$ cat config.mk
export PLATFORM = sky130hd
export DESIGN_NAME = dmem_access_ctrl_flat
export DESIGN_NICKNAME = d
export VERILOG_FILES = /design/src/rtl/dmem_access_ctrl_pkg.sv /design/src/rtl/dmem_access_ctrl_if.sv /design/src/rtl/dmem_access_ctrl_store_buffer.sv /design/src/rtl/dmem_access_ctrl.sv /design/src/flat_wrapper.sv
export SDC_FILE = /design/constraint.sdc
export NUM_CORES = 1
export LEC_CHECK = 0
export BUFFER_PORTS_ARGS = -buffer_cell sky130_fd_sc_hd__buf_2
export CORE_MARGIN = 5
export CORE_UTILIZATION = 50
export CTS_BUF_LIST = sky130_fd_sc_hd__clkbuf_16
export CTS_CLUSTER_SIZE = 40
export DETAILED_ROUTE_END_ITERATION = 8
export PLACE_DENSITY = 0.88
export SYNTH_ARGS = -nofsm -noshare
export SYNTH_HDL_FRONTEND = slang
export SYNTH_SLANG_ARGS = --single-unit
$ cat constraint.sdc
create_clock -name clk -period 2.61 [get_ports clk]
set_input_delay 0 -clock clk [delete_from_list [all_inputs] [get_ports clk]]
set_output_delay 0 -clock clk [all_outputs]
set_load 0.005 [all_outputs]
$ cat src/rtl/dmem_access_ctrl_pkg.sv
// ============================================================================
// Module : dmem_access_ctrl_pkg
// Brief  : Shared widths, types and configuration for the data-memory access
//          controller. Optional load forwarding is enabled by DMEM_STB_FWD_EN.
// Rev    : 1.0  initial release
// ============================================================================
`default_nettype none

`ifndef MEM_SPACE
`define MEM_SPACE 8
`endif
`ifndef DSIZE
`define DSIZE 16
`endif
`ifndef RSIZE
`define RSIZE 5
`endif
`ifndef STB_DEPTH
`define STB_DEPTH 2
`endif

package dmem_access_ctrl_pkg;

    localparam int AW        = `MEM_SPACE;
    localparam int DW        = `DSIZE;
    localparam int RW        = `RSIZE;
    localparam int STB_DEPTH = `STB_DEPTH;

    typedef enum logic [1:0] {
        PORT_IDLE  = 2'd0,
        PORT_LOAD  = 2'd1,
        PORT_DRAIN = 2'd2
    } port_sel_e;

endpackage

`default_nettype wire

$ cat src/rtl/dmem_access_ctrl_if.sv
// ============================================================================
// Module : dmem_access_ctrl_if
// Brief  : Request, response and memory-port bundle of the access controller.
// Rev    : 1.0  initial release
// ============================================================================
`default_nettype none

interface dmem_access_ctrl_if;
    import dmem_access_ctrl_pkg::*;

    logic          req_valid;
    logic          req_ready;
    logic          req_we;
    logic [AW-1:0] req_addr;
    logic [DW-1:0] req_wdata;
    logic [RW-1:0] req_rd;
    logic          resp_valid;
    logic [DW-1:0] resp_rdata;
    logic [RW-1:0] resp_rd;
    logic [AW-1:0] mem_address;
    logic [DW-1:0] mem_data_in;
    logic          mem_write_en;
    logic [DW-1:0] mem_data_out;
    logic          stb_empty;

    // Pipeline and memory side.
    modport master (
        output req_valid, req_we, req_addr, req_wdata, req_rd, mem_data_out,
        input  req_ready, resp_valid, resp_rdata, resp_rd,
               mem_address, mem_data_in, mem_write_en, stb_empty
    );

    // Controller side.
    modport slave (
        input  req_valid, req_we, req_addr, req_wdata, req_rd, mem_data_out,
        output req_ready, resp_valid, resp_rdata, resp_rd,
               mem_address, mem_data_in, mem_write_en, stb_empty
    );

endinterface

`default_nettype wire

$ cat src/rtl/dmem_access_ctrl_store_buffer.sv
// ============================================================================
// Module : dmem_access_ctrl_store_buffer
// Brief  : In-order posted-store FIFO with a parallel address lookup that
//          returns the data of the youngest matching entry.
// Rev    : 1.0  initial release
// ============================================================================
`default_nettype none

module dmem_access_ctrl_store_buffer #(
    parameter int AW    = 8,
    parameter int DW    = 16,
    parameter int DEPTH = 2
) (
    input  logic          clk,
    input  logic          rst,
    input  logic          push_i,
    input  logic [AW-1:0] push_addr_i,
    input  logic [DW-1:0] push_data_i,
    input  logic          pop_i,
    output logic          full_o,
    output logic          empty_o,
    output logic [AW-1:0] head_addr_o,
    output logic [DW-1:0] head_data_o,
    input  logic [AW-1:0] lookup_addr_i,
    output logic          hit_o,
    output logic [DW-1:0] hit_data_o
);

    localparam int PW = $clog2(DEPTH);
    localparam int CW = PW + 1;

    logic [AW-1:0] addr_q [DEPTH];
    logic [DW-1:0] data_q [DEPTH];
    logic [PW-1:0] wr_ptr_q, wr_ptr_d;
    logic [PW-1:0] rd_ptr_q, rd_ptr_d;
    logic [CW-1:0] count_q,  count_d;

    always_comb begin
        wr_ptr_d = wr_ptr_q + PW'(push_i);
        rd_ptr_d = rd_ptr_q + PW'(pop_i);
        count_d  = count_q + CW'(push_i) - CW'(pop_i);
    end

    always_ff @(posedge clk or posedge rst) begin
        if (rst) begin
            wr_ptr_q <= '0;
            rd_ptr_q <= '0;
            count_q  <= '0;
        end else begin
            wr_ptr_q <= wr_ptr_d;
            rd_ptr_q <= rd_ptr_d;
            count_q  <= count_d;
        end
    end

    // Entry storage needs no reset: validity is carried by count/pointers.
    always_ff @(posedge clk) begin
        if (push_i) begin
            addr_q[wr_ptr_q] <= push_addr_i;
            data_q[wr_ptr_q] <= push_data_i;
        end
    end

    assign full_o      = (count_q == CW'(DEPTH));
    assign empty_o     = (count_q == '0);
    assign head_addr_o = addr_q[rd_ptr_q];
    assign head_data_o = data_q[rd_ptr_q];

    // Walk oldest to youngest so the last match seen is the youngest.
    always_comb begin
        logic [PW-1:0] idx;
        hit_o      = 1'b0;
        hit_data_o = '0;
        idx        = '0;
        for (int k = 0; k < DEPTH; k++) begin
            idx = rd_ptr_q + PW'(k);
            if ((CW'(k) < count_q) && (addr_q[idx] == lookup_addr_i)) begin
                hit_o      = 1'b1;
                hit_data_o = data_q[idx];
            end
        end
    end

endmodule

`default_nettype wire

$ cat src/rtl/dmem_access_ctrl.sv
// ============================================================================
// Module : dmem_access_ctrl
// Brief  : MEM-stage data-memory initiator: loads take the port with a fixed
//          1-cycle response, stores are posted and drained in idle cycles.
//          Define DMEM_STB_FWD_EN to forward buffered store data to loads.
// Rev    : 1.0  initial release
// ============================================================================
`default_nettype none

module dmem_access_ctrl
    import dmem_access_ctrl_pkg::*;
(
    input  logic              clk,
    input  logic              rst,
    dmem_access_ctrl_if.slave bus
);

    logic          w_stb_full;
    logic          w_stb_empty;
    logic          w_stb_hit;
    logic [AW-1:0] w_head_addr;
    logic [DW-1:0] w_head_data;
    logic [DW-1:0] w_hit_data;
    logic          w_load_ok;
    logic          w_load_fire;
    logic          w_push;
    logic          w_pop;
    logic          w_fwd;
    port_sel_e     w_sel;

    logic          resp_valid_q, resp_valid_d;
    logic [RW-1:0] resp_rd_q,    resp_rd_d;
    logic          fwd_hit_q,    fwd_hit_d;
    logic [DW-1:0] fwd_data_q,   fwd_data_d;

    dmem_access_ctrl_store_buffer #(
        .AW    (AW),
        .DW    (DW),
        .DEPTH (STB_DEPTH)
    ) u_stb (
        .clk           (clk),
        .rst           (rst),
        .push_i        (w_push),
        .push_addr_i   (bus.req_addr),
        .push_data_i   (bus.req_wdata),
        .pop_i         (w_pop),
        .full_o        (w_stb_full),
        .empty_o       (w_stb_empty),
        .head_addr_o   (w_head_addr),
        .head_data_o   (w_head_data),
        .lookup_addr_i (bus.req_addr),
        .hit_o         (w_stb_hit),
        .hit_data_o    (w_hit_data)
    );

    // A full buffer blocks loads, which guarantees a drain that same cycle.
    always_comb begin
`ifdef DMEM_STB_FWD_EN
        w_load_ok = !rst && !w_stb_full;
        w_fwd     = w_stb_hit;
`else
        w_load_ok = !rst && !w_stb_full && !w_stb_hit;
        w_fwd     = 1'b0;
`endif
        w_load_fire   = bus.req_valid && !bus.req_we && w_load_ok;
        w_push        = bus.req_valid &&  bus.req_we && !rst;
        bus.req_ready = rst ? 1'b0 : (bus.req_we ? 1'b1 : w_load_ok);
    end

    always_comb begin
        w_sel = PORT_IDLE;
        if (w_load_fire) begin
            w_sel = PORT_LOAD;
        end else if (!w_stb_empty) begin
            w_sel = PORT_DRAIN;
        end
    end

    assign w_pop = (w_sel == PORT_DRAIN);

    always_comb begin
        bus.mem_address  = '0;
        bus.mem_data_in  = '0;
        bus.mem_write_en = 1'b0;
        unique case (w_sel)
            PORT_LOAD: begin
                bus.mem_address = bus.req_addr;
            end
            PORT_DRAIN: begin
                bus.mem_address  = w_head_addr;
                bus.mem_data_in  = w_head_data;
                bus.mem_write_en = 1'b1;
            end
            default: ;
        endcase
    end

    always_comb begin
        resp_valid_d = w_load_fire;
        resp_rd_d    = resp_rd_q;
        fwd_hit_d    = fwd_hit_q;
        fwd_data_d   = fwd_data_q;
        if (w_load_fire) begin
            resp_rd_d  = bus.req_rd;
            fwd_hit_d  = w_fwd;
            fwd_data_d = w_hit_data;
        end
    end

    always_ff @(posedge clk or posedge rst) begin
        if (rst) begin
            resp_valid_q <= 1'b0;
            resp_rd_q    <= '0;
            fwd_hit_q    <= 1'b0;
            fwd_data_q   <= '0;
        end else begin
            resp_valid_q <= resp_valid_d;
            resp_rd_q    <= resp_rd_d;
            fwd_hit_q    <= fwd_hit_d;
            fwd_data_q   <= fwd_data_d;
        end
    end

    // Memory read data arrives in the response cycle; forwarded data was captured.
    assign bus.resp_valid = resp_valid_q;
    assign bus.resp_rd    = resp_rd_q;
    assign bus.resp_rdata = resp_valid_q ? (fwd_hit_q ? fwd_data_q : bus.mem_data_out) : '0;
    assign bus.stb_empty  = w_stb_empty;

endmodule

`default_nettype wire

$ cat src/flat_wrapper.sv
// flat-port wrapper written by rule: the top's interface ports become plain ports
module dmem_access_ctrl_flat import dmem_access_ctrl_pkg::*;
  (clk, rst, bus_req_valid, bus_req_we, bus_req_addr, bus_req_wdata, bus_req_rd, bus_mem_data_out, bus_req_ready, bus_resp_valid, bus_resp_rdata, bus_resp_rd, bus_mem_address, bus_mem_data_in, bus_mem_write_en, bus_stb_empty);
  dmem_access_ctrl_if bus_i ();
  input  logic clk;
  input  logic rst;
  input wire logic [$bits(bus_i.req_valid)-1:0] bus_req_valid;
  input wire logic [$bits(bus_i.req_we)-1:0] bus_req_we;
  input wire logic [$bits(bus_i.req_addr)-1:0] bus_req_addr;
  input wire logic [$bits(bus_i.req_wdata)-1:0] bus_req_wdata;
  input wire logic [$bits(bus_i.req_rd)-1:0] bus_req_rd;
  input wire logic [$bits(bus_i.mem_data_out)-1:0] bus_mem_data_out;
  output wire logic [$bits(bus_i.req_ready)-1:0] bus_req_ready;
  output wire logic [$bits(bus_i.resp_valid)-1:0] bus_resp_valid;
  output wire logic [$bits(bus_i.resp_rdata)-1:0] bus_resp_rdata;
  output wire logic [$bits(bus_i.resp_rd)-1:0] bus_resp_rd;
  output wire logic [$bits(bus_i.mem_address)-1:0] bus_mem_address;
  output wire logic [$bits(bus_i.mem_data_in)-1:0] bus_mem_data_in;
  output wire logic [$bits(bus_i.mem_write_en)-1:0] bus_mem_write_en;
  output wire logic [$bits(bus_i.stb_empty)-1:0] bus_stb_empty;
  assign bus_i.req_valid = bus_req_valid;
  assign bus_i.req_we = bus_req_we;
  assign bus_i.req_addr = bus_req_addr;
  assign bus_i.req_wdata = bus_req_wdata;
  assign bus_i.req_rd = bus_req_rd;
  assign bus_i.mem_data_out = bus_mem_data_out;
  assign bus_req_ready = bus_i.req_ready;
  assign bus_resp_valid = bus_i.resp_valid;
  assign bus_resp_rdata = bus_i.resp_rdata;
  assign bus_resp_rd = bus_i.resp_rd;
  assign bus_mem_address = bus_i.mem_address;
  assign bus_mem_data_in = bus_i.mem_data_in;
  assign bus_mem_write_en = bus_i.mem_write_en;
  assign bus_stb_empty = bus_i.stb_empty;
  dmem_access_ctrl u_core (.clk(clk), .rst(rst), .bus(bus_i));
endmodule
* Word-level counts from Yosys, hierarchy flattened *
Memory sizes are Yosys's and may differ from the RTL's.
Cells that the tools add are included.

storage, ports and cells
  bits in writable memories = 48
  output and inout port bits = 49
  bits in registers = 10
  memories kept = 2
  bits in read-only memories = 0
  latch bits = 0
  logic and storage cells = 44

cells by class
  shift operators = 0
  bitwise operators = 0
  $mul = 0
  equality and inequality tests = 5
  reductions and logical operators = 13
  mux-type cells = 12
  $add $sub $neg = 5
  order comparisons = 2
  div/mod/pow operators = 0

memories
  name                 depth  bits a word  rd ports  clocked after Yosys merged registers in  wr ports  RTL line                             source
  u_core.u_stb.data_q  2      16           1         0                                        1         dmem_access_ctrl_store_buffer.sv:33  logic [DW-1:0] data_q [DEPTH];
  u_core.u_stb.addr_q  2      8            2         0                                        1         dmem_access_ctrl_store_buffer.sv:32  logic [AW-1:0] addr_q [DEPTH];

operators by type and width
  kind                                                  number
  two-way mux 16 bit                                    2
  equality test 8 bit                                   2
  one-hot mux 8 bit (2 select lines)                    1
  logical AND 1 bit                                     8
  two-way mux 1 bit                                     7
  equality test 2 bit (second input constant)           2
  logical NOT 1 bit                                     4
  < comparator 1 x 2 -> 1 bit (first input constant)    2
  two-way mux 2 bit                                     2
  adder 1 bit                                           2
  adder 2 x 1 -> 2 bit                                  1
  equality test 2 x 1 -> 1 bit (second input constant)  1
  logical NOT 2 bit                                     1
  subtractor 2 x 1 -> 2 bit                             1
  adder 1 bit (second input constant)                   1

* Longest topological paths before layout *
Gate-level depths: netlist (run 1).
An unclocked memory read counts as a cell.

  word-level depth = 11
  mapped depth = 11
  depth with buffers taken out = 8

* Cells and area by module *
Synthesis (run 1) repeated with hierarchy kept, for this count alone.

unflattened totals
  cell total of the unflattened synthesis = 301
  area total of the unflattened synthesis = 3445.8 sq um

modules (own cells, without submodules)
  module                         instances  cells an instance  area each (sq um)
  dmem_access_ctrl_store_buffer  1          221                2813.9
  dmem_access_ctrl               1          80                 631.9

* Worst setup path after synthesis (run 1) *
Ideal clock, no wire load.

  kind = reg2reg
  from = register u_core.u_stb.rd_ptr_q
  to = register u_core.u_stb.count_q[1]
  library setup time = 0.123 ns
  arrival time = 2.123 ns
  path slack = 0.364 ns
  path buffers = 3
  required time = 2.487 ns
  period minus slack after synthesis = 2.246 ns
  stages on the path, launching flop included = 12
  path through = dfrtp_1 > buf_6 > buf_12 > mux2i_1 > xor2_1 > nand4_1 > o31ai_4 > nor2_2 > buf_6 > a21o_1 > ha_1 > xnor2_1

between the ends
  longest elaborated chain between the ends = 11

RTL lines
  element                                                          RTL line                             source
  start, declared                                                  dmem_access_ctrl_store_buffer.sv:35  logic [PW-1:0] rd_ptr_q, rd_ptr_d;
  start signal, assigned                                           dmem_access_ctrl_store_buffer.sv:51  rd_ptr_q <= rd_ptr_d;
  adder 1 bit / memory read (2 x 8 bit) (equally long branches)    n/a
  memory read (2 x 8 bit) (*)                                      n/a
  equality test 8 bit / logical AND 1 bit (equally long branches)  dmem_access_ctrl_store_buffer.sv:77  if ((CW'(k) < count_q) && (addr_q[idx] == lookup_addr_i)) begin
  logical AND 1 bit / two-way mux 1 bit (equally long branches)    dmem_access_ctrl_store_buffer.sv:77
  two-way mux 1 bit (*)                                            dmem_access_ctrl_store_buffer.sv:77
  logical NOT 1 bit (*)                                            dmem_access_ctrl.sv:62               w_load_ok = !rst && !w_stb_full && !w_stb_hit;
  logical AND 1 bit (*)                                            dmem_access_ctrl.sv:62
  logical AND 1 bit (*)                                            dmem_access_ctrl.sv:65               w_load_fire = bus.req_valid && !bus.req_we && w_load_ok;
  net u_core.resp_valid_d                                          dmem_access_ctrl.sv:31               logic resp_valid_q, resp_valid_d;
  two-way mux 2 bit (*)                                            dmem_access_ctrl.sv:72               if (w_load_fire) begin
  equality test 2 bit (*)                                          dmem_access_ctrl.sv:79               assign w_pop = (w_sel == PORT_DRAIN);
  subtractor 2 x 1 -> 2 bit (*)                                    dmem_access_ctrl_store_buffer.sv:41  count_d = count_q + CW'(push_i) - CW'(pop_i);
  net u_core.u_stb.count_d[1]                                      dmem_access_ctrl_store_buffer.sv:36  logic [CW-1:0] count_q, count_d;
  end signal, assigned                                             dmem_access_ctrl_store_buffer.sv:52  count_q <= count_d;
  end, declared                                                    dmem_access_ctrl_store_buffer.sv:36

Mark *: on every way through the listed nets, which the timed path passes. The rest lies on a longest branch.
A chain may end at the register's enable or synchronous reset.

* Worst setup path in the final report (run 1) *
  from = register u_core.u_stb.rd_ptr_q
  to = output port bus_mem_address[5]

between the ends
  longest elaborated chain between the ends = 11

RTL lines
  element                                                                     RTL line                             source
  adder 1 bit / memory read (2 x 8 bit) (equally long branches)               n/a
  memory read (2 x 8 bit) (*)                                                 n/a
  equality test 8 bit / logical AND 1 bit (equally long branches)             dmem_access_ctrl_store_buffer.sv:77
  logical AND 1 bit / two-way mux 1 bit (equally long branches)               dmem_access_ctrl_store_buffer.sv:77
  two-way mux 1 bit                                                           dmem_access_ctrl_store_buffer.sv:77
  logical NOT 1 bit                                                           dmem_access_ctrl.sv:62
  logical AND 1 bit                                                           dmem_access_ctrl.sv:62
  logical AND 1 bit                                                           dmem_access_ctrl.sv:65
  two-way mux 2 bit                                                           dmem_access_ctrl.sv:72
  equality test 2 bit / equality test 2 x 1 -> 1 bit (equally long branches)  dmem_access_ctrl.sv:85               unique case (w_sel)
  one-hot mux 8 bit (2 select lines) (*)                                      dmem_access_ctrl.sv:85
  end, declared                                                               flat_wrapper.sv:17                   output wire logic [$bits(bus_i.mem_address)-1:0] bus_mem_address;

Mark *: on every way between the ends. The rest lies on a longest branch, timed or not.

==> impl_metrics.sql, run 1 <==
INSERT INTO impl_metrics (metric_group, metric, value, unit) VALUES
('place', 'place_worst_setup_slack', '0.1966', 'ns'),
('worst_hold_path', 'timing.hold.worst.class', 'in -> reg', ''),
('synth', 'synth_ff_type', 'sky130_fd_sc_hd__edfxtp_1', ''),
('place', 'place_area', '3378', 'um^2'),
('global_routing', 'wire_length_of_the_first_global_routing_pass', '10990', 'um'),
('critical_path', 'critical_path_required', '2.61', 'ns'),
('synth', 'synth_seq_cells', '58', ''),
('global_routing', 'first_global_vias', '2290', ''),
('sta', 'maxClockFrequency', '0.3857', 'GHz'),
('critical_path', 'crit_type', 'reg -> out', ''),
('power_and_ir_drop', 'vdd_ir_drop_max', '572.7', 'uV'),
('synth', 'synth_top_area_cell', 'sky130_fd_sc_hd__edfxtp_1', ''),
('global_routing', 'antenna_found_initial', '0', ''),
('synth', 'biggest_area_contributors_in_the_synthesized_netlist', 'sky130_fd_sc_hd__edfxtp_1, sky130_fd_sc_hd__mux2i_1, sky130_fd_sc_hd__dfrtp_1', ''),
('sta', 'slew_headroom', '65.73', '%'),
('clock_network', 'cts_inserted_buffers', '9', ''),
('routing', 'drt-wirelength-per-cell', '18.35', 'um'),
('place', 'placement.io_buffers', '97', ''),
('sta', 'postLayoutSetupSlackWorst', '0.01721', 'ns'),
('finish', 'post_route_cells_drive_above_1_share', '46.70', '%'),
('clock_network', 'clock_latency_on_the_worst_skew_pair', '0.32', 'ns'),
('critical_path', 'critical-path-slowest-cell', 'sky130_fd_sc_hd__dfrtp_4', ''),
('power_and_ir_drop', 'power.leakage', '1.868', 'nW'),
('synth', 'postSynth.asyncResetShare', '17.24', '%'),
('finish', 'design.final.nets', '396', ''),
('floorplan', 'floorplan.die.height', '84.59', 'um'),
('critical_path', 'critPathLaunchType', 'flop', ''),
('synth', 'avgSynthCellArea', '14.34', 'um^2'),
('global_routing', 'maximum_number_of_pins_on_one_net_before_global_route_repair', '19', ''),
('sta', 'clock_skew', '0.005428', 'ns'),
('sta', 'finalSetupViolCount', '0', ''),
('routing', 'final_ant_viol_nets', '0', ''),
('sta', 'timing.final.hold_violations', '0', ''),
('outcome', 'run_status', 'finished, final reports clean', ''),
('power_and_ir_drop', 'power_density', '749.4', 'nW/um^2'),
('finish', 'diodes', '0', ''),
('clock_network', 'cts.reportedPaths.clkPinSlew', '0.05', 'ns'),
('critical_path', 'cp_data_arrival_time', '2.59', 'ns'),
('critical_path', 'timing.critical_path.buf_inv', '3', ''),
('critical_path', 'critPathCaptureType', 'output port', ''),
('global_routing', 'grt.overflow.total', '0', ''),
('floorplan', 'initial_utilization', '50.82', '%'),
('critical_path', 'path_cells', 'buf_12, mux2i_2, xor2_1, nand4_1, o31ai_4, nor2_4, buf_6, mux2_4, buf_6', ''),
('synth', 'post_synth_instance_area', '2781', 'um^2'),
('clock_network', 'tritoncts', 'done', ''),
('floorplan', 'floorplan.core_area', '5473', 'um^2'),
('synth', 'synth-edff-count', '48', ''),
('power_and_ir_drop', 'p_total', '3.121', 'mW'),
('sta', 'final_max_slew_viol_count', '0', ''),
('routing', 'drt_iter0_markers', '115', ''),
('sta', 'rsz0062_at_grt', 'yes', ''),
('routing', 'drc_errors', '0', ''),
('synth', 'seq_area_frac_synth', '60.82', '%'),
('critical_path', 'critical_path_peak_fanout', '7', ''),
('synth', 'post_synth_inst_count', '194', ''),
('sta', 'finalWorstPathRequiredPeriod', '2.593', 'ns'),
('clock_network', 'clock_tree.htree_level_count', '3', ''),
('clock_network', 'cts.root.buffer_cell', 'sky130_fd_sc_hd__clkbuf_16', ''),
('global_routing', 'all_layer_gr_usage', '19.92', '%'),
('floorplan', 'die-width', '84.59', 'um'),
('floorplan', 'fp.dieArea', '7155', 'um^2'),
('critical_path', 'worst_path_dominant_cell_family', 'flip-flops', ''),
('flow_run', 'drv_cap', '0', ''),
('finish', 'growth_of_design_area_from_synthesis_to_finish', '49.71', '%'),
('critical_path', 'delay_of_the_slowest_cell_on_the_worst_path', '0.51', 'ns'),
('routing', 'detail_route.wirelength', '7725', 'um'),
('synth', 'synth.top_cell.area_share', '51.82', '%'),
('finish', 'post-route-util', '76.09', '%'),
('floorplan', 'floorplan.io_pins', '98', ''),
('sta', 'fin_hold_ws', '0.1774', 'ns'),
('place', 'gp_congestion', '0.7753', '');
[path summary, 6_finish.rpt]
path,startpoint,endpoint,slack (ns),cells past startpoint
min,bus_req_valid,u_core.u_stb.count_q[0]$_DFF_PP0_,0.18,3
max reg2reg,u_core.u_stb.rd_ptr_q$_DFF_PP0_,u_core.u_stb.count_q[1]$_DFF_PP0_,0.14,10
min in group asynchronous,rst,u_core.u_stb.rd_ptr_q$_DFF_PP0_,0.28,3
max,u_core.u_stb.rd_ptr_q$_DFF_PP0_,bus_mem_address[5],0.02,9
min reg2reg,u_core.bus.resp_rd[1]$_DFFE_PP0P_,u_core.bus.resp_rd[1]$_DFFE_PP0P_,0.51,1
max in group asynchronous,rst,u_core.u_stb.rd_ptr_q$_DFF_PP0_,1.95,3
[synth_stat cells, drive strengths merged, types with 2 or more instances]
cell / n
and2: 16
buf: 5
clkbuf: 2
dfrtp: 10
edfxtp: 48
ha: 3
inv: 4
mux2: 13
mux2i: 32
nand2: 2
nor2: 28
nor3: 2
xnor2: 10
xor2: 8
[logic make-up (layout without fill, tap and decap cells)]
logic type | after synthesis | after routing | synth area share (%)
adder cells (fa/ha/maj) | 3 | 3 | 1.350
buffers and inverters | 11 | 166 | 2.789
XOR/XNOR | 18 | 18 | 5.668
AO/OA/AOI/OAI | 5 | 5 | 2.069
AND/OR/NAND/NOR | 54 | 54 | 9.448
multiplexers | 45 | 45 | 17.86
flip-flops | 58 | 58 | 60.82
[repair_timing]
item | in CTS | in global routing
hold endpoints to repair | 63 | 0
resized for setup | 2 | 24
setup endpoints to repair | 8 | 21
hold buffers | 30 | 0
setup buffers | 2 | 5
gates cloned | 0 | 1
pin swaps | 0 | 7
[stage by stage]
stage                     TNS [ns]  cells
after CTS                        0    415
after global placement           0    367
after floorplan                  0    194
after global routing       -0.2206    421
after detailed placement         0    367
final                            0    421
[layout make-up]
class | count | area [um^2]
tap | 72 | 90.09
clock inverter | 7 | 37.54
inverter | 4 | 15.01
fill | 331 | 1309
timing repair buffer | 146 | 982.2
clock buffer | 9 | 225.2
multi-input combinational | 125 | 1119
sequential | 58 | 1695
[power by group]
group | internal [mW] | switching, mW
Sequential | 1.09 | 0.0544
Combinational | 0.523 | 0.432
Clock | 0.628 | 0.391
Total | 2.24 | 0.877
[layout by cell type, fill, tap and decap left out, drive strengths merged, types with 2 or more instances in the layout]
| cell type | Yosys | final |
|---|---|---|
| clkinv | 0 | 4 |
| clkinvlp | 0 | 2 |
| xnor2 | 10 | 10 |
| xor2 | 8 | 8 |
| clkbuf | 2 | 10 |
| ha | 3 | 3 |
| buf | 5 | 115 |
| and2 | 16 | 16 |
| nand2 | 2 | 2 |
| dfrtp | 10 | 10 |
| edfxtp | 48 | 48 |
| mux2i | 32 | 32 |
| inv | 4 | 5 |
| nor2 | 28 | 28 |
| nor3 | 2 | 2 |
| mux2 | 13 | 13 |
| dlygate4sd3 | 0 | 30 |
[worst reg2reg max path, delay by kind of cell, from the launching register on]
kind / cells / cell delay, ns
XOR/XNOR: 2 / 0.40
adder cells (fa/ha/maj): 1 / 0.20
flip-flops: 1 / 0.51
buffers and inverters: 2 / 0.31
AO/OA/AOI/OAI: 2 / 0.48
AND/OR/NAND/NOR: 2 / 0.30
multiplexers: 1 / 0.19
[registers in the layout, indices dropped and copies added, names as in the netlist]
register and cells:
u_core.u_stb.data_q 32, u_core.u_stb.addr_q 16, u_core.bus.resp_rd 5, u_core.u_stb.count_q 2
u_core.bus.resp_valid 1, u_core.u_stb.rd_ptr_q 1, u_core.u_stb.wr_ptr_q 1
[routing by layer]
layer | wire length, um | track usage, %
met5 | 0 | 0
met3 | 383 | 3.631
met4 | 221 | 9.496
met1 | 2842 | 21.17
met2 | 4278 | 37.51
Power figures use the tool's default switching activity.
==> run 2, diff against run 1 <==
--- a/config.mk
+++ b/config.mk
@@ -6,12 +6,14 @@
 export NUM_CORES = 1
 export LEC_CHECK = 0
 export BUFFER_PORTS_ARGS = -buffer_cell sky130_fd_sc_hd__buf_2
+export CELL_PAD_IN_SITES_DETAIL_PLACEMENT = 1
+export CELL_PAD_IN_SITES_GLOBAL_PLACEMENT = 1
 export CORE_MARGIN = 5
-export CORE_UTILIZATION = 50
+export CORE_UTILIZATION = 39
 export CTS_BUF_LIST = sky130_fd_sc_hd__clkbuf_16
 export CTS_CLUSTER_SIZE = 40
 export DETAILED_ROUTE_END_ITERATION = 8
-export PLACE_DENSITY = 0.88
+export PLACE_DENSITY = 0.87
 export SYNTH_ARGS = -nofsm -noshare
 export SYNTH_HDL_FRONTEND = slang
 export SYNTH_SLANG_ARGS = --single-unit
==> run 2 against run 1 <==
The run now ends with negative setup slack left. Routed wire length is 3.9% higher. First-iteration DRC count shrank 52%. Critical path depth unchanged. Clock skew up 0.0032 ns. Worst setup slack lost 0.070 ns. Hold slack lost 0.029 ns.
==> impl_metrics.sql, run 2 (synthesized netlist as in run 1, its figures left out) <==
INSERT INTO impl_metrics (metric_group, metric, value, unit) VALUES
('outcome', 'run_status', 'finished, violations left', ''),
('outcome', 'violations', 'negative setup slack', ''),
('clock_network', 'tritoncts', 'done', ''),
('power_and_ir_drop', 'power_frac_comb', '26.9', '%'),
('global_routing', 'first_global_vias', '2377', ''),
('place', 'gp_congestion', '0.7365', ''),
('routing', 'detail_route.wirelength', '8024', 'um'),
('critical_path', 'delay_of_the_slowest_cell_on_the_worst_path', '0.53', 'ns'),
('global_routing', 'wire_length_of_the_first_global_routing_pass', '12510', 'um'),
('worst_hold_path', 'timing.hold.worst.class', 'in -> reg', ''),
('critical_path', 'timing.critical_path.buf_inv', '3', ''),
('sta', 'finalSetupViolCount', '13', ''),
('clock_network', 'cts.reportedPaths.clkPinSlew', '0.05', 'ns'),
('global_routing', 'all_layer_gr_usage', '19.08', '%'),
('routing', 'drt_pre_antenna_iters', '4', ''),
('sta', 'max_slew.worst_pin.slew', '0.4823', 'ns'),
('finish', 'largest_register_ffs', '32', ''),
('power_and_ir_drop', 'p_int', '2.379', 'mW'),
('sta', 'final_max_slew_viol_count', '0', ''),
('sta', 'timing.final.hold_violations', '0', ''),
('place', 'dp_cells', '389', ''),
('critical_path', 'endpoint_of_the_worst_register_to_register_path', 'u_core.u_stb.count_q[1]$_DFF_PP0_', ''),
('place', 'placement.io_buffers', '97', ''),
('floorplan', 'initial_utilization', '40.49', '%'),
('worst_hold_path', 'worst_hold_path.num_cells', '3', ''),
('floorplan', 'floorplan.core_area', '6869', 'um^2'),
('global_routing', 'antenna_found_initial', '0', ''),
('clock_network', 'cts.root.buffer_cell', 'sky130_fd_sc_hd__clkbuf_16', ''),
('sta', 'maxClockFrequency', '0.3755', 'GHz'),
('floorplan', 'fp.dieArea', '8921', 'um^2'),
('routing', 'drt_iter0_markers', '55', ''),
('routing', 'total_vias_in_the_final_route', '2062', ''),
('finish', 'layout.cells.non_filler', '443', ''),
('floorplan', 'floorplan.io_pins', '98', ''),
('floorplan', 'floorplan.die.height', '94.45', 'um'),
('critical_path', 'regToRegStartpoint', 'u_core.u_stb.rd_ptr_q$_DFF_PP0_', ''),
('finish', 'post_route_cells_drive_above_1_share', '45.53', '%'),
('critical_path', 'worst_path_dominant_cell_family', 'flip-flops', ''),
('flow_run', 'drv_cap', '0', ''),
('power_and_ir_drop', 'vdd_ir_drop_max', '615.5', 'uV'),
('worst_hold_path', 'hold_path_end', 'u_core.u_stb.count_q[0]$_DFF_PP0_', ''),
('global_routing', 'grt.overflow.total', '0', ''),
('sta', 'fin_crit_sh', '102.0', '%'),
('sta', 'timing.setup.tns', '-0.3620', 'ns'),
('sta', 'clock_skew', '0.008610', 'ns'),
('power_and_ir_drop', 'power.net_switching', '0.8481', 'mW'),
('critical_path', 'cp_data_arrival_time', '2.66', 'ns'),
('finish', 'layout_common_cells', 'sky130_fd_sc_hd__buf_2, sky130_fd_sc_hd__edfxtp_1, sky130_fd_sc_hd__dlygate4sd3_1', ''),
('power_and_ir_drop', 'power.leakage', '1.869', 'nW'),
('floorplan', 'die-width', '94.45', 'um'),
('place', 'place_worst_setup_slack', '0.1572', 'ns'),
('critical_path', 'setup.reg_to_reg.worst_slack', '0.07', 'ns'),
('sta', 'finalWorstPathRequiredPeriod', '2.663', 'ns'),
('critical_path', 'critPathCaptureType', 'output port', ''),
('critical_path', 'critical-path-slowest-cell', 'sky130_fd_sc_hd__dfrtp_4', ''),
('clock_network', 'cts_num_sinks', '58', ''),
('clock_network', 'clock_tree.htree_level_count', '3', ''),
('place', 'place_area', '3393', 'um^2'),
('clock_network', 'cts_inserted_buffers', '9', ''),
('critical_path', 'critPathLaunchType', 'flop', ''),
('critical_path', 'critPathMostFrequentCell', 'sky130_fd_sc_hd__buf_6', ''),
('power_and_ir_drop', 'power.share.sequential', '35.6', '%'),
('sta', 'rsz0062_at_grt', 'yes', ''),
('power_and_ir_drop', 'power_frac_clock', '37.5', '%'),
('routing', 'via_per_inst', '4.655', ''),
('finish', 'growth_of_design_area_from_synthesis_to_finish', '49.66', '%'),
('routing', 'final_ant_viol_nets', '0', ''),
('finish', 'design.final.nets', '394', ''),
('finish', 'postLayoutCellArea', '4163', 'um^2'),
('finish', 'final_common_cell', 'sky130_fd_sc_hd__buf_2', ''),
('routing', 'drt-wirelength-per-cell', '18.11', 'um'),
('clock_network', 'clock_latency_on_the_worst_skew_pair', '0.32', 'ns'),
('power_and_ir_drop', 'power_density', '775.1', 'nW/um^2'),
('finish', 'diodes', '0', ''),
('critical_path', 'critical_path_required', '2.61', 'ns'),
('finish', 'number_of_filler_instances_in_the_final_layout', '702', ''),
('critical_path', 'crit_type', 'reg -> out', ''),
('critical_path', 'path_cells', 'buf_8, mux2i_1, xor2_1, nand4_1, o31ai_4, nor2_4, buf_6, mux2_4, buf_6', ''),
('worst_hold_path', 'hp-start', 'bus_req_valid', ''),
('critical_path', 'worst_r2r_path_depth', '10', ''),
('floorplan', 'rows', '30', ''),
('sta', 'slew_headroom', '67.81', '%'),
('clock_network', 'cts_buffer_depth', '2', ''),
('power_and_ir_drop', 'switching_share_of_total_power', '26.28', '%'),
('routing', 'drc_errors', '0', ''),
('critical_path', 'critical_path_peak_fanout', '8', ''),
('place', 'dp_hpwl', '4986', 'um'),
('finish', 'max_flop_register', 'u_core.u_stb.data_q', ''),
('global_routing', 'maximum_number_of_pins_on_one_net_before_global_route_repair', '25', ''),
('sta', 'postLayoutSetupSlackWorst', '-0.05317', 'ns');
## run 2: what timing repair did
action,in CTS,in global routing
hold buffers,30,0
endpoints found under the hold margin,63,0
pin swaps,3,4
resized for setup,9,16
buffers inserted,6,2
setup endpoints to repair,22,22
## run 2: worst register-to-register path, cell delays in order, from the launching register on
cell and delay, ns:
sky130_fd_sc_hd__dfrtp_4 0.53, sky130_fd_sc_hd__buf_8 0.17, sky130_fd_sc_hd__mux2i_1 0.18, sky130_fd_sc_hd__xor2_1 0.21, sky130_fd_sc_hd__nand4_1 0.25, sky130_fd_sc_hd__o31ai_4 0.37
sky130_fd_sc_hd__nor2_4 0.07, sky130_fd_sc_hd__buf_4 0.16, sky130_fd_sc_hd__a21o_1 0.17, sky130_fd_sc_hd__ha_1 0.20, sky130_fd_sc_hd__xnor2_1 0.12
## run 2: layout make-up
type | instances | area (um^2) | share of cell area (%)
Sequential cell | 58 | 1695 | 40.73
Multi-Input combinational cell | 125 | 1060 | 25.46
Timing Repair Buffer | 144 | 962.2 | 23.11
Clock buffer | 9 | 225.2 | 5.410
Tap cell | 96 | 120.1 | 2.885
Clock inverter | 7 | 85.08 | 2.044
Inverter | 4 | 15.01 | 0.3607
## run 2: metrics by stage
step / total power, mW / hold WS (ns) / utilization, %
detailed placement: 1.838 / 0.04843 / 49.40
global route: 3.364 / 0.1783 / 60.60
CTS: 3.207 / 0.1442 / 59.51
global placement: 1.806 / 0.02297 / 49.40
floorplan: 1.665 / -0.1461 / -
finish: 3.227 / 0.1485 / 60.60
## run 2: worst max path at each step
stage                                                from                                 to  slack (ns)  cells past startpoint
after detailed placement  u_core.u_stb.rd_ptr_q$_DFF_PP0_  u_core.u_stb.count_q[1]$_DFF_PP0_        0.16                      9
after global placement    u_core.u_stb.rd_ptr_q$_DFF_PP0_                 bus_mem_address[4]        0.23                      8
after CTS                 u_core.u_stb.rd_ptr_q$_DFF_PP0_                 bus_mem_address[6]        0.01                      9
final                     u_core.u_stb.rd_ptr_q$_DFF_PP0_                 bus_mem_address[5]       -0.05                      9
after floorplan           u_core.u_stb.rd_ptr_q$_DFF_PP0_  u_core.u_stb.count_q[1]$_DFF_PP0_        0.36                     11
after global routing      u_core.u_stb.rd_ptr_q$_DFF_PP0_                 bus_mem_address[5]       -0.08                      9
## run 2: layer usage
metal / up-vias / track usage (%) / part of all wire, %
li1: 986 / - / -
met1: 982 / 20.60 / 37
met2: 80 / 34.63 / 54
met3: 14 / 5.259 / 6.4
met4: 0 / 8.534 / 2.3
met5: - / 0 / 0
## run 2: power groups by stage
stage                     registers (mW)  clock network (mW)  logic [mW]
after floorplan                     1.13                   0       0.534
after global placement              1.18                   0       0.624
after detailed placement            1.19                   0       0.647
after CTS                           1.15                1.23       0.833
after global routing                1.16                1.28       0.927
final                               1.15                1.21       0.868
==> run 3, diff against run 2 <==
--- a/config.mk
+++ b/config.mk
@@ -14,6 +14,7 @@
 export CTS_CLUSTER_SIZE = 40
 export DETAILED_ROUTE_END_ITERATION = 8
 export PLACE_DENSITY = 0.87
+export RECOVER_POWER = 25
 export SYNTH_ARGS = -nofsm -noshare
 export SYNTH_HDL_FRONTEND = slang
 export SYNTH_SLANG_ARGS = --single-unit
==> run 3 against run 2 <==
The run still ends with negative setup slack left. Utilization fell by 0.29 points. Highest routed layer unchanged. Sequential share of layout area rose by 0.20 points. Worst setup slack got worse by 0.00076 ns. Largest cell class unchanged. Flip-flop and latch count did not move. Total power fell by 0.10%.
==> impl_metrics.sql, run 3 (synthesized netlist as in run 1, its figures left out) <==
INSERT INTO impl_metrics (metric_group, metric, value, unit) VALUES
('outcome', 'run_status', 'finished, violations left', ''),
('outcome', 'violations', 'negative setup slack', ''),
('global_routing', 'antenna_found_initial', '0', ''),
('floorplan', 'initial_utilization', '40.49', '%'),
('place', 'dp_cells', '389', ''),
('clock_network', 'cts_inserted_buffers', '9', ''),
('finish', 'final_common_cell', 'sky130_fd_sc_hd__buf_2', ''),
('critical_path', 'crit_path_start', 'u_core.u_stb.rd_ptr_q$_DFF_PP0_', ''),
('routing', 'final_ant_viol_nets', '0', ''),
('critical_path', 'critical_path_required', '2.61', 'ns'),
('sta', 'slew_headroom', '68.44', '%'),
('clock_network', 'tritoncts', 'done', ''),
('clock_network', 'cts.reportedPaths.clkPinSlew', '0.05', 'ns'),
('finish', 'postLayoutCellArea', '4143', 'um^2'),
('worst_hold_path', 'hp-start', 'bus_req_valid', ''),
('place', 'placement.io_buffers', '97', ''),
('sta', 'timing.final.hold_violations', '0', ''),
('routing', 'drt_pre_antenna_iters', '4', ''),
('finish', 'growth_of_design_area_from_synthesis_to_finish', '48.94', '%'),
('sta', 'postLayoutSetupSlackWorst', '-0.05393', 'ns'),
('sta', 'finalWorstPathRequiredPeriod', '2.664', 'ns'),
('power_and_ir_drop', 'vdd_ir_drop_max', '613.7', 'uV'),
('sta', 'rsz0062_at_grt', 'yes', ''),
('power_and_ir_drop', 'power_density', '778.1', 'nW/um^2'),
('place', 'gp_congestion', '0.7365', ''),
('sta', 'finalSetupViolCount', '13', ''),
('clock_network', 'cts_buffer_depth', '2', ''),
('sta', 'max_slew.worst_pin.slew', '0.4728', 'ns'),
('sta', 'fin_crit_sh', '102.1', '%'),
('routing', 'drc_errors', '0', ''),
('clock_network', 'cts.root.buffer_cell', 'sky130_fd_sc_hd__clkbuf_16', ''),
('routing', 'detailroute.wirelength.met2', '4287', 'um'),
('floorplan', 'die-width', '94.45', 'um'),
('floorplan', 'floorplan.io_pins', '98', ''),
('finish', 'design.final.nets', '394', ''),
('floorplan', 'floorplan.core_area', '6869', 'um^2'),
('global_routing', 'first_global_vias', '2377', ''),
('floorplan', 'floorplan.die.height', '94.45', 'um'),
('routing', 'drt-wirelength-per-cell', '18.08', 'um'),
('global_routing', 'all_layer_gr_usage', '19.08', '%'),
('global_routing', 'wire_length_of_the_first_global_routing_pass', '12510', 'um'),
('finish', 'layout.cells.non_filler', '443', ''),
('finish', 'diodes', '0', ''),
('critical_path', 'regToRegStartpoint', 'u_core.u_stb.rd_ptr_q$_DFF_PP0_', ''),
('finish', 'post-route-util', '60.31', '%'),
('sta', 'clock_skew', '0.008678', 'ns'),
('finish', 'largest_register_ffs', '32', ''),
('sta', 'maxClockFrequency', '0.3754', 'GHz'),
('routing', 'wirelength_met1', '3019', 'um'),
('global_routing', 'maximum_number_of_pins_on_one_net_before_global_route_repair', '25', ''),
('routing', 'total_vias_in_the_final_route', '2066', ''),
('global_routing', 'grt.overflow.total', '0', ''),
('routing', 'detail_route.wirelength', '8008', 'um'),
('critical_path', 'critPathCaptureType', 'output port', ''),
('power_and_ir_drop', 'power.leakage', '1.825', 'nW'),
('critical_path', 'cp_data_arrival_time', '2.66', 'ns'),
('sta', 'final_max_slew_viol_count', '0', ''),
('finish', 'number_of_filler_instances_in_the_final_layout', '711', ''),
('finish', 'layout_common_cells', 'sky130_fd_sc_hd__buf_2, sky130_fd_sc_hd__edfxtp_1, sky130_fd_sc_hd__dlygate4sd3_1', ''),
('routing', 'dr_wl_met3', '513', 'um'),
('finish', 'post_route_cells_drive_above_1_share', '40.92', '%'),
('routing', 'via_per_inst', '4.664', ''),
('critical_path', 'critical_path_peak_fanout', '8', ''),
('clock_network', 'cts_num_sinks', '58', ''),
('routing', 'dr.max_layer_used', 'met4', ''),
('flow_run', 'drv_cap', '0', ''),
('sta', 'timing.setup.tns', '-0.3563', 'ns'),
('place', 'dp_hpwl', '4986', 'um'),
('clock_network', 'clock_latency_on_the_worst_skew_pair', '0.32', 'ns'),
('floorplan', 'fp.dieArea', '8921', 'um^2'),
('place', 'place_area', '3393', 'um^2'),
('critical_path', 'crit_type', 'reg -> out', ''),
('routing', 'drt_iter0_markers', '58', ''),
('finish', 'max_flop_register', 'u_core.u_stb.data_q', ''),
('worst_hold_path', 'timing.hold.worst.class', 'in -> reg', ''),
('clock_network', 'clock_tree.htree_level_count', '3', ''),
('floorplan', 'rows', '30', ''),
('critical_path', 'critPathLaunchType', 'flop', '');
run 3: changes by cell type in the layout (fill, tap and decap cells not counted):
cell                       before  now
sky130_fd_sc_hd__buf_2         93   77
sky130_fd_sc_hd__clkbuf_1       0   16
run 3: final timing paths:
check / endpoint / slack (ns) / cells after the start
setup / recovery: bus_mem_address[5] / -0.05 / 9
hold / removal: u_core.u_stb.count_q[0]$_DFF_PP0_ / 0.15 / 3
setup reg to reg: u_core.u_stb.count_q[1]$_DFF_PP0_ / 0.07 / 10
hold reg to reg: u_core.bus.resp_rd[1]$_DFFE_PP0P_ / 0.51 / 1
max in group asynchronous: u_core.u_stb.rd_ptr_q$_DFF_PP0_ / 1.98 / 3
min in group asynchronous: u_core.bus.resp_rd[3]$_DFFE_PP0P_ / 0.26 / 3
run 3: power by group:
group	switching, mW	leakage (nW)	internal (mW)
Clock	0.385	0.154	0.823
Sequential	0.0560	0.558	1.09
Combinational	0.407	1.11	0.458
Total	0.848	1.83	2.38
run 3: area by class of cell:
cell class | count | area, um^2 | share of cell area [%]
repair buffers | 144 | 942.2 | 22.74
flip-flops and latches | 58 | 1695 | 40.92
well taps | 96 | 120.1 | 2.899
clock inverters | 7 | 85.08 | 2.054
clock buffers | 9 | 225.2 | 5.436
multi-input cells | 125 | 1060 | 25.58
inverters | 4 | 15.01 | 0.3624
run 3: routing by layer:
metal	vias up	GRT usage, %
li1	986	-
met1	986	20.60
met2	80	34.63
met3	14	5.259
met4	0	8.534
met5	-	0
run 3: worst max-delay path: stages, from the launching register on:
cell and delay [ns]:
sky130_fd_sc_hd__dfrtp_4 0.53, sky130_fd_sc_hd__buf_8 0.17, sky130_fd_sc_hd__mux2i_1 0.18, sky130_fd_sc_hd__xor2_1 0.21, sky130_fd_sc_hd__nand4_1 0.25, sky130_fd_sc_hd__o31ai_4 0.36
sky130_fd_sc_hd__nor2_4 0.07, sky130_fd_sc_hd__buf_6 0.14, sky130_fd_sc_hd__mux2_4 0.31, sky130_fd_sc_hd__buf_6 0.12
run 3: per-stage QoR:
| step | hold WS (ns) | worst slack [ns] | total power [mW] |
|---|---|---|---|
| final | 0.1487 | -0.05393 | 3.223 |
| after global routing | 0.1783 | -0.07824 | 3.361 |
| after CTS | 0.1442 | 0.01068 | 3.207 |
| after detailed placement | 0.04843 | 0.1572 | 1.838 |
| after global placement | 0.02297 | 0.2313 | 1.806 |
| after floorplan | -0.1461 | 0.3642 | 1.665 |
run 3: what timing repair did:
| action | in CTS | in global routing |
|---|---|---|
| hold buffers | 30 | 0 |
| gates cloned | 0 | 0 |
| pin swaps | 3 | 4 |
| setup endpoints to repair | 22 | 22 |
| hold endpoints to repair | 63 | 0 |
| gates resized for setup | 9 | 16 |
| setup buffers | 6 | 2 |
